--- src/rtl/connect4_turn_ctrl.sv ---
// Connect4 game/turn controller.
// Sequences NUM_PLAYERS players through a game. It counts accepted moves so
// that a full board ends the game as a tie, and it forfeits a turn when the
// optional per-move timeout expires. The starting player rotates from one
// completed game to the next. All outputs come straight from registers.
module connect4_turn_ctrl #(
  parameter  int NUM_PLAYERS  = 2,
  parameter  int MAX_MOVES    = 42,
  parameter  int MOVE_TIMEOUT = 0,
  localparam int PW = (NUM_PLAYERS > 2) ? $clog2(NUM_PLAYERS) : 1,
  localparam int CW = $clog2(MAX_MOVES + 1),
  localparam int TW = (MOVE_TIMEOUT > 0) ? $clog2(MOVE_TIMEOUT + 1) : 1
) (
  input  logic          clk,
  input  logic          reset_n,
  input  logic          start,
  input  logic          restart,
  input  logic          move_done,
  input  logic          move_win,
  output logic [1:0]    game_state,
  output logic [PW-1:0] current_player,
  output logic [PW-1:0] winner,
  output logic          game_over,
  output logic          tie,
  output logic [CW-1:0] move_count,
  output logic          timeout_pulse
);

  typedef enum logic [1:0] {
    ST_IDLE = 2'b00,
    ST_PLAY = 2'b01,
    ST_END  = 2'b11
  } state_t;

  localparam logic [PW-1:0] LAST_PLAYER = PW'(NUM_PLAYERS - 1);
  localparam logic [CW-1:0] FULL_BOARD  = CW'(MAX_MOVES);
  localparam logic [TW-1:0] TIMER_LAST  = TW'((MOVE_TIMEOUT > 0) ? MOVE_TIMEOUT - 1 : 0);

  state_t        state_reg,     state_next;
  logic [PW-1:0] player_reg,    player_next;
  logic [PW-1:0] first_reg,     first_next;
  logic [PW-1:0] winner_reg,    winner_next;
  logic          over_reg,      over_next;
  logic          tie_reg,       tie_next;
  logic [CW-1:0] count_reg,     count_next;
  logic [TW-1:0] timer_reg,     timer_next;
  logic          timeout_reg,   timeout_next;
  logic [CW-1:0] count_inc;

  // Player rotation wraps after the last player index.
  function automatic logic [PW-1:0] next_player(input logic [PW-1:0] p);
    return (p == LAST_PLAYER) ? '0 : p + PW'(1);
  endfunction

  assign count_inc = count_reg + CW'(1);

  // State and datapath registers; reset aborts any game in progress.
  always_ff @(posedge clk or negedge reset_n) begin
    if (!reset_n) begin
      state_reg   <= ST_IDLE;
      player_reg  <= '0;
      first_reg   <= '0;
      winner_reg  <= '0;
      over_reg    <= 1'b0;
      tie_reg     <= 1'b0;
      count_reg   <= '0;
      timer_reg   <= '0;
      timeout_reg <= 1'b0;
    end else begin
      state_reg   <= state_next;
      player_reg  <= player_next;
      first_reg   <= first_next;
      winner_reg  <= winner_next;
      over_reg    <= over_next;
      tie_reg     <= tie_next;
      count_reg   <= count_next;
      timer_reg   <= timer_next;
      timeout_reg <= timeout_next;
    end
  end

  // Next-state and next-output logic; everything holds unless a rule fires.
  always_comb begin
    state_next   = state_reg;
    player_next  = player_reg;
    first_next   = first_reg;
    winner_next  = winner_reg;
    over_next    = over_reg;
    tie_next     = tie_reg;
    count_next   = count_reg;
    timer_next   = timer_reg;
    timeout_next = 1'b0;

    case (state_reg)
      ST_IDLE: begin
        if (start) begin
          state_next  = ST_PLAY;
          player_next = first_reg;
          count_next  = '0;
          timer_next  = '0;
          winner_next = '0;
          tie_next    = 1'b0;
        end
      end

      ST_PLAY: begin
        if (restart) begin
          // Abort: the same player opens the next game.
          state_next = ST_IDLE;
        end else if (move_done) begin
          timer_next = '0;
          count_next = count_inc;
          if (move_win) begin
            // A win on the last free cell still counts as a win.
            state_next  = ST_END;
            over_next   = 1'b1;
            winner_next = player_reg;
          end else if (count_inc == FULL_BOARD) begin
            state_next = ST_END;
            over_next  = 1'b1;
            tie_next   = 1'b1;
          end else begin
            player_next = next_player(player_reg);
          end
        end else if (MOVE_TIMEOUT > 0) begin
          if (timer_reg == TIMER_LAST) begin
            // Turn forfeited: pass to the next player without counting a move.
            timeout_next = 1'b1;
            player_next  = next_player(player_reg);
            timer_next   = '0;
          end else begin
            timer_next = timer_reg + TW'(1);
          end
        end
      end

      ST_END: begin
        if (restart) begin
          state_next = ST_IDLE;
          over_next  = 1'b0;
          tie_next   = 1'b0;
          first_next = next_player(first_reg);
        end
      end

      default: begin
        state_next = ST_IDLE;
      end
    endcase
  end

  assign game_state     = state_reg;
  assign current_player = player_reg;
  assign winner         = winner_reg;
  assign game_over      = over_reg;
  assign tie            = tie_reg;
  assign move_count     = count_reg;
  assign timeout_pulse  = timeout_reg;

endmodule
--- config.mk ---
export PLATFORM = sky130hd
export DESIGN_NAME = connect4_turn_ctrl
export DESIGN_NICKNAME = d
export VERILOG_FILES = /design/src/rtl/connect4_turn_ctrl.sv
export SDC_FILE = /design/constraint.sdc
export NUM_CORES = 1
export LEC_CHECK = 0
export CAP_MARGIN = 5
export CORE_MARGIN = 2
export CORE_UTILIZATION = 50
export DETAILED_ROUTE_END_ITERATION = 12
export HOLD_SLACK_MARGIN = 0.15
export PLACE_DENSITY = 0.79
export REMOVE_ABC_BUFFERS = 1
export SYNTH_ARGS = -nofsm -noshare
export SYNTH_HDL_FRONTEND = slang
export SYNTH_SLANG_ARGS = --single-unit
--- constraint.sdc ---
create_clock -name clk -period 3.25 [get_ports clk]
set_clock_uncertainty 0.1 [all_clocks]
set_input_delay 0.65 -clock clk [delete_from_list [all_inputs] [get_ports clk]]
set_output_delay 0.65 -clock clk [all_outputs]
set_load 0.01 [all_outputs]
==> results of run 1 <==
==> cells in the mapped netlist, types with 2 or more instances <==
| library cell | n |
|---|---|
| a21oi_1 | 3 |
| o211ai_1 | 2 |
| nand4bb_1 | 2 |
| ha_1 | 2 |
| o21ai_0 | 7 |
| nand2_1 | 10 |
| nand3b_1 | 2 |
| inv_1 | 4 |
| dfrtp_1 | 13 |
| nor2_1 | 6 |
| o22ai_1 | 3 |
| nor2b_1 | 2 |
| xnor2_1 | 2 |
| nand3_1 | 3 |
==> kinds of logic (layout without fill, tap and decap cells) <==
family | Yosys count | count (layout)
XOR/XNOR | 3 | 3
other | 1 | 1
multiplexers | 1 | 1
adder cells (fa/ha/maj) | 2 | 2
buffers and inverters | 7 | 25
AND/OR/NAND/NOR | 32 | 32
AO/OA/AOI/OAI | 24 | 24
flip-flops | 13 | 13
==> per-stage QoR <==
step | instance area, um2 | instances
finish | 972 | 117
global route | 972 | 117
CTS | 972 | 117
detailed placement | 946 | 113
global placement | 946 | 113
floorplan | 756 | 80
==> layout make-up <==
class | instances | area, um2 | area share (%)
Tap cell | 16 | 20.0 | 2.06
Inverter | 4 | 15.0 | 1.54
Timing Repair Buffer | 17 | 170 | 17.5
Sequential cell | 13 | 325 | 33.5
Clock buffer | 4 | 26.3 | 2.70
Multi-Input combinational cell | 63 | 415 | 42.7
==> per-layer routing <==
layer	global-route usage [%]	up-vias	part of all wire, %	wire [um]
li1	-	332	-	-
met1	31.4	307	49	824
met2	29.3	24	43	714
met3	5.11	6	6.1	103
met4	9.09	0	2.0	34
met5	0	-	0	0
==> power breakdown <==
part | switching, W | leakage (nW) | internal (W)
clock network | 0.0000553 | 0.0150 | 0.0000478
logic | 0.0000642 | 0.197 | 0.0000748
registers | 0.0000337 | 0.170 | 0.000187
total | 0.000153 | 0.382 | 0.000310
==> worst min-delay path by stage <==
| stage | cells past startpoint | end | slack (ps) | start |
|---|---|---|---|---|
| after floorplan | 0 | current_player$_DFFE_PN0P_ | 250 | reset_n |
| after global placement | 1 | first_reg$_DFFE_PN0P_ | 360 | first_reg$_DFFE_PN0P_ |
| after detailed placement | 1 | first_reg$_DFFE_PN0P_ | 360 | first_reg$_DFFE_PN0P_ |
| after CTS | 1 | first_reg$_DFFE_PN0P_ | 380 | first_reg$_DFFE_PN0P_ |
| after global routing | 1 | first_reg$_DFFE_PN0P_ | 390 | first_reg$_DFFE_PN0P_ |
| final | 1 | first_reg$_DFFE_PN0P_ | 380 | first_reg$_DFFE_PN0P_ |
==> flow_summary.toml, run 1 <==
[worst_setup_path]
startpoint_type = "flip-flop"
cp_top_family = "buffers and inverters"
r2r_end = "game_state[1]$_DFFE_PN0P_"
cp.depth = 1
cp.required_ps = 2500
slowest_delay_ps = 610
crit_chain = "clkdlybuf4s50_1"
cp.buffers_inverters = 1
critPathMaxFanout = 13
crit_path_end_kind = "primary output"
crit_path_top_delay_cell = "clkdlybuf4s50_1"
r2r.worst_path.cells = 5
worst-r2r-setup-slack_ps = 1380
endpoint = "game_state[1]"
arrival_ps = 1470
crit_start = "game_state[1]$_DFFE_PN0P_"
timing.rr.start = "move_count[0]$_DFFE_PN0P_"
path_class = "reg -> out"

[synthesis]
synth_edf_count = 0
async_reset_ff_share_pct = 100
synth-xor-area-share_pct = 3.40
synth_top_family_by_area = "compound AO/OA/AOI/OAI gates"
yosysSeqAreaShare_pct = 42.1
synthAdderAreaFrac_pct = 3.24
syn_area_per_cell_um2 = 9.30
synthMuxAreaShare_pct = 1.30
synth_largest_area_cell = "dfrtp_1"
ys.flop_type = "dfrtp_1"
synth_top_area_share_pct = 42.1
ys_types = 36
synth_area_um2 = 772
synth_seq_cells = 13
syn_inst = 83
synth_compound_area_share_pct = 22.7
synth_area_leaders = "dfrtp_1, nand2_1, o21ai_0"
synth_simple_gate_area_share_pct = 22.7
yosysWarnings = 0

[grt]
antenna_found_initial = 0
grt_usage_pct = 21.3
grt_pass1_vias = 611
grt_max_degree = 14
gr-total-overflow = 0
grt_pass1_wl_um = 2870

[job]
max_cap_violations = 0

[clock_network]
htreeDepth = 1
cts_resized = 0
postCtsSetupRepairBufs = 0
clk_latency_ps = 280
cts_hold_buffers = 0
cts_buffers = 3
cts_sinks = 13
tritoncts = "yes"
root_buffer = "clkbuf_4"
clk_pin_slew_ps = 80
max-clock-path-buffers = 2

[timing]
setup_violations = 0
tightest_slew_ps = 592
fin_crit_ps = 2220
finalSetupTns_ps = 0
finalHoldViolCount = 0
clock.fmax_mhz = 450
hold_slack_ps = 379
drv_slew = 0
finalWorstSetupSlack_ps = 1030
period_share_pct = 68.3
rsz0062_at_grt = "no"
max_slew_margin_pct = 60.4

[detailed_routing]
routed_wl_um = 1680
drt_iter0_markers = 17
vias = 669
drc = 0
first_pass_iters = 4
avgViaCountPerCell = 5.72
drt.antenna.violating_nets = 0
wl_per_cell_um = 14.3

[floorplanning]
ios = 19
core_mm2 = 0.00147
dieHeight_um = 43.3
start_util_pct = 52.5
rows = 14
die_area_mm2 = 0.00187
chipWidth_um = 43.3

[final_layout]
fill_cells = 126
layout_common_cells = "clkdlybuf4s50_1, dfrtp_1, nand2_1"
nets = 110
largest_reg_flops = 6
n_antenna_cell = 0
syn_to_final_growth_pct = 25.9
postLayoutCoreUtil_pct = 66.1
drive_gt1_share_pct = 4.95
final_common_cell = "clkdlybuf4s50_1"

[placement]
portBuffers = 17
dp_slack_ps = 932
gp_congestion = 0.809
dp_hpwl_um = 1170

[min_path]
hold_path.class = "reg -> reg"

[power_and_ir_drop]
peakVddDrop_mv = 0.269
total_power_w = 0.000463
p_leak_nw = 0.382
p_per_area_mw_per_mm2 = 476

[run_status]
status = "completed"
Power figures use the tool's default switching activity.
==> inputs of run 2 (changes only) <==
- CORE_UTILIZATION: 50 -> 42
- PLACE_DENSITY: 0.79 -> 0.7
- clock period: 3.25 -> 2 ns (I/O delays scaled with it)
==> run 2 against run 1 <==
Clock power up 55%. Sequential share of layout area down 1.6 points. Global-route usage down 3.2 points. Die area up 17%. Largest cell class unchanged. Largest power group unchanged.
==> flow_summary.toml, run 2 (synthesized netlist as in run 1, its figures left out) <==
[clock_network]
cts_hold_buffers = 0
cts_resized = 0
clk_pin_slew_ps = 70
cts_sinks = 13
tritoncts = "yes"
max-clock-path-buffers = 2
postCtsSetupRepairBufs = 0
clk_latency_ps = 270
cts_buffers = 3
htreeDepth = 1
root_buffer = "clkbuf_4"

[worst_setup_path]
cp.required_ps = 1500
startpoint_type = "flip-flop"
slowest_delay_ps = 590
cp.buffers_inverters = 1
cp_top_family = "buffers and inverters"
arrival_ps = 1360
crit_chain = "clkdlybuf4s50_1"
crit_path_end_kind = "primary output"
critPathMaxFanout = 10
path_class = "reg -> out"
crit_path_top_delay_cell = "clkdlybuf4s50_1"

[final_layout]
final_common_cell = "clkdlybuf4s50_1"
largest_reg_flops = 6
layout_common_cells = "clkdlybuf4s50_1, dfrtp_1, nand2_1"
drive_gt1_share_pct = 9.43
nets = 115
n_antenna_cell = 0
syn_to_final_growth_pct = 32.3
finalInstanceArea_mm2 = 0.00102
fill_cells = 152

[power_and_ir_drop]
switching_power_w = 0.000242
p_per_area_mw_per_mm2 = 742
share_comb_of_total_power_pct = 33.4
intPower_w = 0.000516
peakVddDrop_mv = 0.532
pwr-share-seq_pct = 45.5
p_leak_nw = 0.407
p_clk_share_pct = 21.1
swShare_pct = 31.9

[placement]
placed_area_um2 = 995
dp_hpwl_um = 1220
portBuffers = 17
gp_congestion = 0.877

[timing]
finalSetupTns_ps = 0
tightest_slew_ps = 591
rsz0062_at_grt = "no"
setup_violations = 0
drv_slew = 0
max_slew_margin_pct = 60.5
clock.fmax_mhz = 538
finalHoldViolCount = 0
period_share_pct = 93.0
fin_crit_ps = 1860

[detailed_routing]
drt_iter0_markers = 17
drt.antenna.violating_nets = 0
vias = 676
wl_per_cell_um = 12.4
avgViaCountPerCell = 5.16
routed_wl_um = 1630
first_pass_iters = 4
drc = 0

[grt]
grt_use_met3_pct = 5.77
grt_usage_pct = 18.0
grt_max_degree = 14
grt_busiest_layer = "met2"
grt_pass1_vias = 577
grt.met1_usage_pct = 24.2
gr-total-overflow = 0
grt_pass1_wl_um = 2660
antenna_found_initial = 0
use_met2_pct = 26.3

[job]
max_cap_violations = 0

[run_status]
status = "completed"

[floorplanning]
rows = 15
core_mm2 = 0.00173
dieHeight_um = 46.9
ios = 19
die_area_mm2 = 0.00220
start_util_pct = 44.7
chipWidth_um = 46.9

[min_path]
hold_path.class = "reg -> reg"
[run 2: final timing paths]
kind	from	end	slack [ps]	cells past startpoint
min reg2reg	first_reg$_DFFE_PN0P_	first_reg$_DFFE_PN0P_	370	1
max	game_state[0]$_DFFE_PN0P_	game_state[0]	140	1
min	first_reg$_DFFE_PN0P_	first_reg$_DFFE_PN0P_	370	1
max reg2reg	move_count[0]$_DFFE_PN0P_	game_state[1]$_DFFE_PN0P_	200	5
max in group asynchronous	reset_n	game_over$_DFFE_PN0P_	1020	1
min in group asynchronous	reset_n	move_count[0]$_DFFE_PN0P_	400	1
[run 2: through the flow]
stage / hold WS, ps / cells / util [%] / setup WS (ps) / power (W)
6_report: 371 / 131 / 59.1 / 141 / 0.000758
5_1_grt: 376 / 131 / 59.1 / 95.1 / 0.000808
4_1_cts: 369 / 131 / 59.1 / 137 / 0.000767
3_5_place_dp: 355 / 127 / 57.6 / 40.6 / 0.000605
3_3_place_gp: 355 / 127 / 57.6 / 84.3 / 0.000600
2_1_floorplan: 4.41 / 80 / - / 239 / 0.000475
[run 2: worst register-to-register path, delay by kind of cell (launching register included)]
kind                       cells  cell delay (ps)
DFF                            1              380
AOI/OAI and AO/OA              2              470
adders and majority gates      1              260
and+or+nand+nor                2              500
[run 2: cell type report]
class                      instances  area [um2]  area share [%]
tap                               25        31.3            3.06
timing repair buffer              22         208            20.3
multi-input combinational         63         415            40.7
sequential                        13         325            31.9
inverter                           4        15.0            1.47
clock buffer                       4        26.3            2.57
[run 2: power groups by stage]
stage                     logic, W  clock network, W  registers, W
after floorplan           0.000106                 0      0.000369
after global placement    0.000250                 0      0.000350
after detailed placement  0.000253                 0      0.000352
after CTS                 0.000253          0.000167      0.000347
after global routing      0.000278          0.000177      0.000353
final                     0.000253          0.000160      0.000345
[run 2: per-layer routing]
metal	vias up	wire [um]
met5	-	0
met4	0	14
met3	2	60
met2	14	764
met1	317	789
li1	343	-
==> inputs of run 3 (changes only) <==
- GPL_ROUTABILITY_DRIVEN: unset -> 0
==> results of run 3 <==
The final DEF is identical to that of run 2; final timing and power are the same.
